`config.mk`:
```
export PLATFORM = sky130hd
export DESIGN_NAME = adc_fifo_wb_reader
export DESIGN_NICKNAME = d
export VERILOG_FILES = /design/src/rtl/adc_fifo_reader_pkg.sv /design/src/rtl/adc_fifo_wb_reader.sv
export SDC_FILE = /design/constraint.sdc
export NUM_CORES = 1
export LEC_CHECK = 0
export CAP_MARGIN = 20
export CORE_ASPECT_RATIO = 1.75
export CORE_MARGIN = 1.5
export CORE_UTILIZATION = 30
export CTS_CLUSTER_SIZE = 30
export DETAILED_ROUTE_END_ITERATION = 16
export GPL_TIMING_DRIVEN = 0
export PLACE_DENSITY = 0.89
export SYNTH_ARGS = -nofsm -noshare
export SYNTH_HDL_FRONTEND = slang
export SYNTH_SLANG_ARGS = --single-unit
```
`constraint.sdc`:
```
create_clock -name clk -period 1.5 [get_ports clk]
set_input_delay 0.375 -clock clk [delete_from_list [all_inputs] [get_ports clk]]
set_output_delay 0.375 -clock clk [all_outputs]
set_load 0.02 [all_outputs]
```
`src/rtl/adc_fifo_reader_pkg.sv`:
```
// Shared register map and STATUS bit positions for the ADC FIFO Wishbone reader.
// Latency: n/a (constants only).
// Backpressure: n/a.
package adc_fifo_reader_pkg;

    // Byte offsets of the reader registers; decode uses address bits [3:2].
    localparam logic [3:0] ADC_RD_DATA_OFS   = 4'h0;
    localparam logic [3:0] ADC_RD_LEVEL_OFS  = 4'h4;
    localparam logic [3:0] ADC_RD_STATUS_OFS = 4'h8;
    localparam logic [3:0] ADC_RD_CNT_OFS    = 4'hC;

    // STATUS register bit indices.
    localparam int STAT_OVR   = 0;
    localparam int STAT_VALID = 1;
    localparam int STAT_UNF   = 2;

    // Map a raw Wishbone byte address onto the word-aligned register offset.
    function automatic logic [3:0] reg_ofs(input logic [3:0] adr);
        return {adr[3:2], 2'b00};
    endfunction

endpackage

```
`src/rtl/adc_fifo_wb_reader.sv`:
```
// Wishbone classic slave on the pop side of adc_stream_fifo: DATA pops a word, LEVEL/STATUS report state.
// Latency: every request is acknowledged exactly one cycle later; read data is registered on the request edge.
// Backpressure: one pop per DATA read, none when the FIFO is empty; a held strobe is served every other cycle.
// Build option: define ADC_FIFO_READER_CNT_EN to add a clearable 32-bit pop counter at offset 0xC.
module adc_fifo_wb_reader
    import adc_fifo_reader_pkg::*;
#(
    parameter int          LEVEL_W     = 4,
    parameter logic [31:0] EMPTY_VALUE = 32'h0000_0000
) (
    input  logic               clk,
    input  logic               rst,
    input  logic               wb_cyc_i,
    input  logic               wb_stb_i,
    input  logic               wb_we_i,
    input  logic [3:0]         wb_adr_i,
    input  logic [31:0]        wb_dat_i,
    input  logic [3:0]         wb_sel_i,
    output logic [31:0]        wb_dat_o,
    output logic               wb_ack_o,
    input  logic               pop_valid,
    input  logic [31:0]        pop_data,
    output logic               pop_ready,
    input  logic [LEVEL_W-1:0] level_words,
    input  logic               overrun_sticky,
    output logic               overrun_clear
);

    logic        ack_q;
    logic [31:0] dat_q;
    logic        unf_q;

    logic        req;
    logic        rd_req;
    logic        wr_en;
    logic [3:0]  ofs;
    logic        sel_data;
    logic        sel_status;
    logic        unf_set;
    logic        unf_clr;
    logic [31:0] rd_val;

    // Address bits [1:0], upper byte selects and unused write-data bits carry no meaning here.
    logic        unused_bits;
    assign unused_bits = ^{wb_adr_i[1:0], wb_sel_i[3:1], wb_dat_i[31:3], wb_dat_i[1]};

    // A request is served once; the registered ack masks a still-held strobe for one cycle.
    // Gating with rst keeps pop_ready and overrun_clear quiet while reset is applied.
    assign ofs        = reg_ofs(wb_adr_i);
    assign req        = wb_cyc_i & wb_stb_i & ~ack_q & ~rst;
    assign rd_req     = req & ~wb_we_i;
    assign wr_en      = req & wb_we_i & wb_sel_i[0];
    assign sel_data   = (ofs == ADC_RD_DATA_OFS);
    assign sel_status = (ofs == ADC_RD_STATUS_OFS);

    // Pop on the same edge that launches the ack, so each DATA read removes exactly one word.
    assign pop_ready     = rd_req & sel_data & pop_valid;
    assign overrun_clear = wr_en & sel_status & wb_dat_i[STAT_OVR];

    // Underflow bookkeeping: an empty DATA read sets, a STATUS write of bit2 clears.
    assign unf_set = rd_req & sel_data & ~pop_valid;
    assign unf_clr = wr_en & sel_status & wb_dat_i[STAT_UNF];

`ifdef ADC_FIFO_READER_CNT_EN
    logic [31:0] cnt_q;
    logic        cnt_clr;

    assign cnt_clr = wr_en & (ofs == ADC_RD_CNT_OFS);

    // Free-running pop counter; a clear coinciding with a pop leaves the count at 1.
    always_ff @(posedge clk) begin
        if (rst) begin
            cnt_q <= '0;
        end else if (cnt_clr) begin
            cnt_q <= pop_ready ? 32'd1 : 32'd0;
        end else if (pop_ready) begin
            cnt_q <= cnt_q + 32'd1;
        end
    end
`endif

    // Read mux: values are captured at the request edge into the data register.
    always_comb begin
        rd_val = '0;
        case (ofs)
            ADC_RD_DATA_OFS: begin
                rd_val = pop_valid ? pop_data : EMPTY_VALUE;
            end
            ADC_RD_LEVEL_OFS: begin
                rd_val[LEVEL_W-1:0] = level_words;
            end
            ADC_RD_STATUS_OFS: begin
                rd_val[STAT_OVR]   = overrun_sticky;
                rd_val[STAT_VALID] = pop_valid;
                rd_val[STAT_UNF]   = unf_q;
            end
            ADC_RD_CNT_OFS: begin
`ifdef ADC_FIFO_READER_CNT_EN
                rd_val = cnt_q;
`else
                rd_val = '0;
`endif
            end
            default: begin
                rd_val = '0;
            end
        endcase
    end

    // Bus response registers: one-cycle ack pulse per request, read data latched on reads only.
    always_ff @(posedge clk) begin
        if (rst) begin
            ack_q <= 1'b0;
            dat_q <= '0;
        end else begin
            ack_q <= req;
            if (rd_req) begin
                dat_q <= rd_val;
            end
        end
    end

    // Sticky read-underflow flag; set takes priority over a simultaneous clear.
    always_ff @(posedge clk) begin
        if (rst) begin
            unf_q <= 1'b0;
        end else if (unf_set) begin
            unf_q <= 1'b1;
        end else if (unf_clr) begin
            unf_q <= 1'b0;
        end
    end

    assign wb_ack_o = ack_q;
    assign wb_dat_o = dat_q;

endmodule

```
==> results by group <==
Worst setup path
  • Worst setup EP type: output pin
  • Critical path buffer and inverter count: 2
  • Cell type group with the largest total delay on the critical path: simple AND/OR/NAND/NOR gates
  • Data required time of the critical path: 1.12 ns
  • Category of the worst setup path launch point: register
  • Largest fanout on the critical path: 4
  • Worst setup path class: register to output pin
  • Worst-path cell chain: nand4bb_4, clkinv_4, and3_4, buf_6
  • CP Data Arrival Time: roughly 1.2 ns
  • Cell type of the slowest stage on the worst timing path: dfxtp_2
  • Highest cell delay on the worst timing path: around 0.32 ns

Logic synthesis
  • Count of warnings emitted by yosys: 0
  • Mean post-synth cell area: around 8.7 um2
  • Proportion of synthesized flip-flops having asynchronous set or reset: 0
  • Most frequent cells after synthesis: dfxtp_1, a21oi_1, o21ai_0, nand4_1, clkbuf_1
  • Cell type with the largest total area after synthesis: dfxtp_1
  • Most frequent cell after synthesis: dfxtp_1
  • Primary FF master, synth: dfxtp_1
  • Post-synthesis cell count: ~170
  • Multiplexer share of the synthesized area: 0
  • Area of the mapped netlist: between 1500 and 2000 um2
  • Share of synthesized cell area in and, or, nand and nor gates: 0.201
  • Proportion of synthesized chip area in sequential cells: 0.454
  • Xor and xnor fraction of the mapped netlist area: 0
  • Share of synthesized cell area in full adder, half adder and majority cells: 0
  • Dominant cells by area after synthesis: dfxtp_1, nand4_1, a21oi_1
  • Net count after synthesis: about 260
  • Combinational family with the most area after synthesis: compound AO/OA/AOI/OAI gates
  • Fraction of synthesized cell area taken by the top area cell type: 0.454
  • Number of unique standard cell types used by synthesis: 26
  • Count of flip-flops with a built-in enable after synthesis: 0
  • Register bit count reported by yosys: 34
  • Synth Area in Compound Gates: 0.254

Floorplanning
  • Die X: ~56 um
  • Number of top-level pins: around 120
  • Core Footprint: between 4000 and 5000 um2
  • Number of rows created at floorplan: 33
  • Effective utilization at floorplan: 0.316
  • Die Outline Area: approximately 5500 um2
  • Height of the chip: just under 100 um

Clock network
  • TritonCTS clock tree: built
  • Deepest clock path buffer count: 2
  • CTS root buf: clkbuf_8
  • CTS H-tree depth: 2
  • Clock latency on the worst-skew pair: approximately 0.28 ns
  • Clock buffers created by TritonCTS: 5
  • # hold bufs at CTS: 0
  • Sinks on the clock net: 34
  • Clock-pin transition on the worst setup and hold timing paths: around 0.06 ns

Power and ir drop
  • Seq pwr share: 0.452
  • Switch share: 0.222
  • Pwr Density: 794 nW/um2
  • Clock share of power: 0.401
  • Share of total power in combinational logic: 0.147
  • Int Power: around 0.0016 W
  • Psw: ~0.00045 W
  • Sum of internal, switching and leakage power: ~0.0020 W
  • Maximum vdd ir drop: between 0.8 and 0.9 mV
  • Static leakage power: approximately 1.1 nW

Global routing
  • Total track usage: 0.176
  • Maximum number of pins on one net before global-route repair: 12
  • Number of global-route vias before repair: 1700
  • Remaining global-route overflow: 0
  • Initial antenna violation count: 0
  • Global-route wire length before repair: 7.58 mm

STA
  • Crit share post-route: 1.03
  • Fmax: 646 MHz
  • Measured slew at the worst slew-check pin: ~0.45 ns
  • Unrepaired setup endpoints after global routing: true
  • Least setup slack across all paths after layout: -0.0487 ns
  • Post-layout minimum cycle time: roughly 1.5 ns
  • Final hold violations: 0
  • Final-report max-slew violation count: 0
  • Aggregate negative setup slack: -0.0864 ns
  • Worst rel slew slack: 0.698
  • Number of endpoints failing setup at the final stage: 2
  • Post-Route Skew: a little under 0.005 ns

Routing
  • Detailed-route DRC error count: 0
  • Top routing layer in use: met4
  • Detailed-route wire length per cell: 14.9 um
  • Detailed router's first-iteration violation count: 26
  • Length of routed met2 wiring: 2.57 mm
  • Via count: approximately 1700
  • Total wirelength of the detailed-routed design: about 4.8 mm
  • Detailed Routing Iterations Pass 1: 5
  • Per-cell via count in the routed design: approximately 5.4
  • Met3 WL post-DR: roughly 260 um
  • Count of nets left with antenna violations after detail routing: 0
  • Detailed-route wire length on metal 1: 1.88 mm

Place
  • Total placed instance area: 2390 um2
  • # port buffers: 79
  • Pre-CTS setup slack: -1.22 ns
  • Post-detail-place hpwl: 3.43 mm
  • Final weighted congestion in routability-driven placement: between 0.7 and 0.8

Run status
  • Status: finished, violations left
  • Failing checks: setup timing

Min path
  • Path category of the worst min-delay check: input port to register

Layout
  • Number of diodes: 0
  • Share of final-layout standard cells stronger than drive strength 1: 0.155
  • Final std cell area, no fill: 2540 um2
  • Number of nets at the end of the flow: 353
  • Syn-to-layout area delta: 69.6%

Run
  • Max Cap Viol: 0
[final cells by class]
type / count / area [um2]
clock buffers: 7 / 76.3
clock inverters: 1 / 30.0
inverters: 3 / 18.8
well taps: 52 / 65.1
multi-input cells: 115 / 698
flip-flops and latches: 34 / 682
repair buffers: 92 / 838
plain buffers: 19 / 136
fillers: 467 / 2200
[registers in the layout, summed over array words and instances, names as in the netlist]
signal,flops
unf_q,1
wb_ack_o,1
wb_dat_o,32
[logic make-up (layout without fill, tap and decap cells)]
| logic type | after synthesis | count (layout) |
|---|---|---|
| DFF | 34 | 34 |
| buffers and inverters | 24 | 122 |
| and+or+nand+nor | 45 | 45 |
| AOI/OAI and AO/OA | 70 | 70 |
[stage by stage]
step / instances / utilization / hold WS (ns)
6_report: 323 / 0.536 / 0.275
4_1_cts: 318 / 0.528 / 0.275
3_3_place_gp: 304 / 0.504 / 0.456
2_1_floorplan: 173 / - / 0.469
5_1_grt: 323 / 0.536 / 0.269
3_5_place_dp: 304 / 0.504 / 0.468
[final timing paths]
check                                  start            to  slack, ns  cells after the start
worst max register to register      wb_ack_o  wb_dat_o[18]       0.06                      6
worst min-delay path                     rst   wb_dat_o[2]       0.28                      2
worst min register to register  wb_dat_o[14]  wb_dat_o[14]       0.47                      2
worst max-delay path                wb_ack_o     pop_ready      -0.05                      4
[power groups by stage]
| stage | Clock (W) | Sequential [W] | Combinational (W) |
|---|---|---|---|
| 6_report | 0.000810 | 0.000913 | 0.000298 |
| 3_5_place_dp | 0 | 0.000934 | 0.000284 |
| 3_3_place_gp | 0 | 0.000933 | 0.000281 |
| 4_1_cts | 0.000819 | 0.000913 | 0.000289 |
| 2_1_floorplan | 0 | 0.000942 | 0.000108 |
| 5_1_grt | 0.000865 | 0.000913 | 0.000319 |
[layout by cell type, fill, tap and decap left out, types with 2 or more instances in the layout]
| cell type | count |
|---|---|
| dfxtp_1 | 33 |
| a21oi_1 | 32 |
| nand4_1 | 28 |
| and3_4 | 2 |
| clkbuf_1 | 10 |
| dlygate4sd2_1 | 36 |
| buf_4 | 14 |
| a311oi_1 | 2 |
| buf_8 | 2 |
| a21o_1 | 2 |
| buf_6 | 7 |
| buf_2 | 5 |
| nand2_1 | 5 |
| clkbuf_8 | 5 |
| o21ai_1 | 4 |
| nand3b_1 | 3 |
| o21ai_0 | 26 |
| clkdlybuf4s50_1 | 39 |
[metal layers]
metal	vias up	track usage
met5	-	0
li1	843	-
met4	0	0.0833
met2	78	0.322
met3	12	0.0280
met1	805	0.195
[timing repair]
action	4_1_cts	5_1_grt
buffers inserted	8	5
pin swaps	3	3
resized for setup	61	8
setup endpoints to repair	53	2
(Power assumes the default switching activity.)
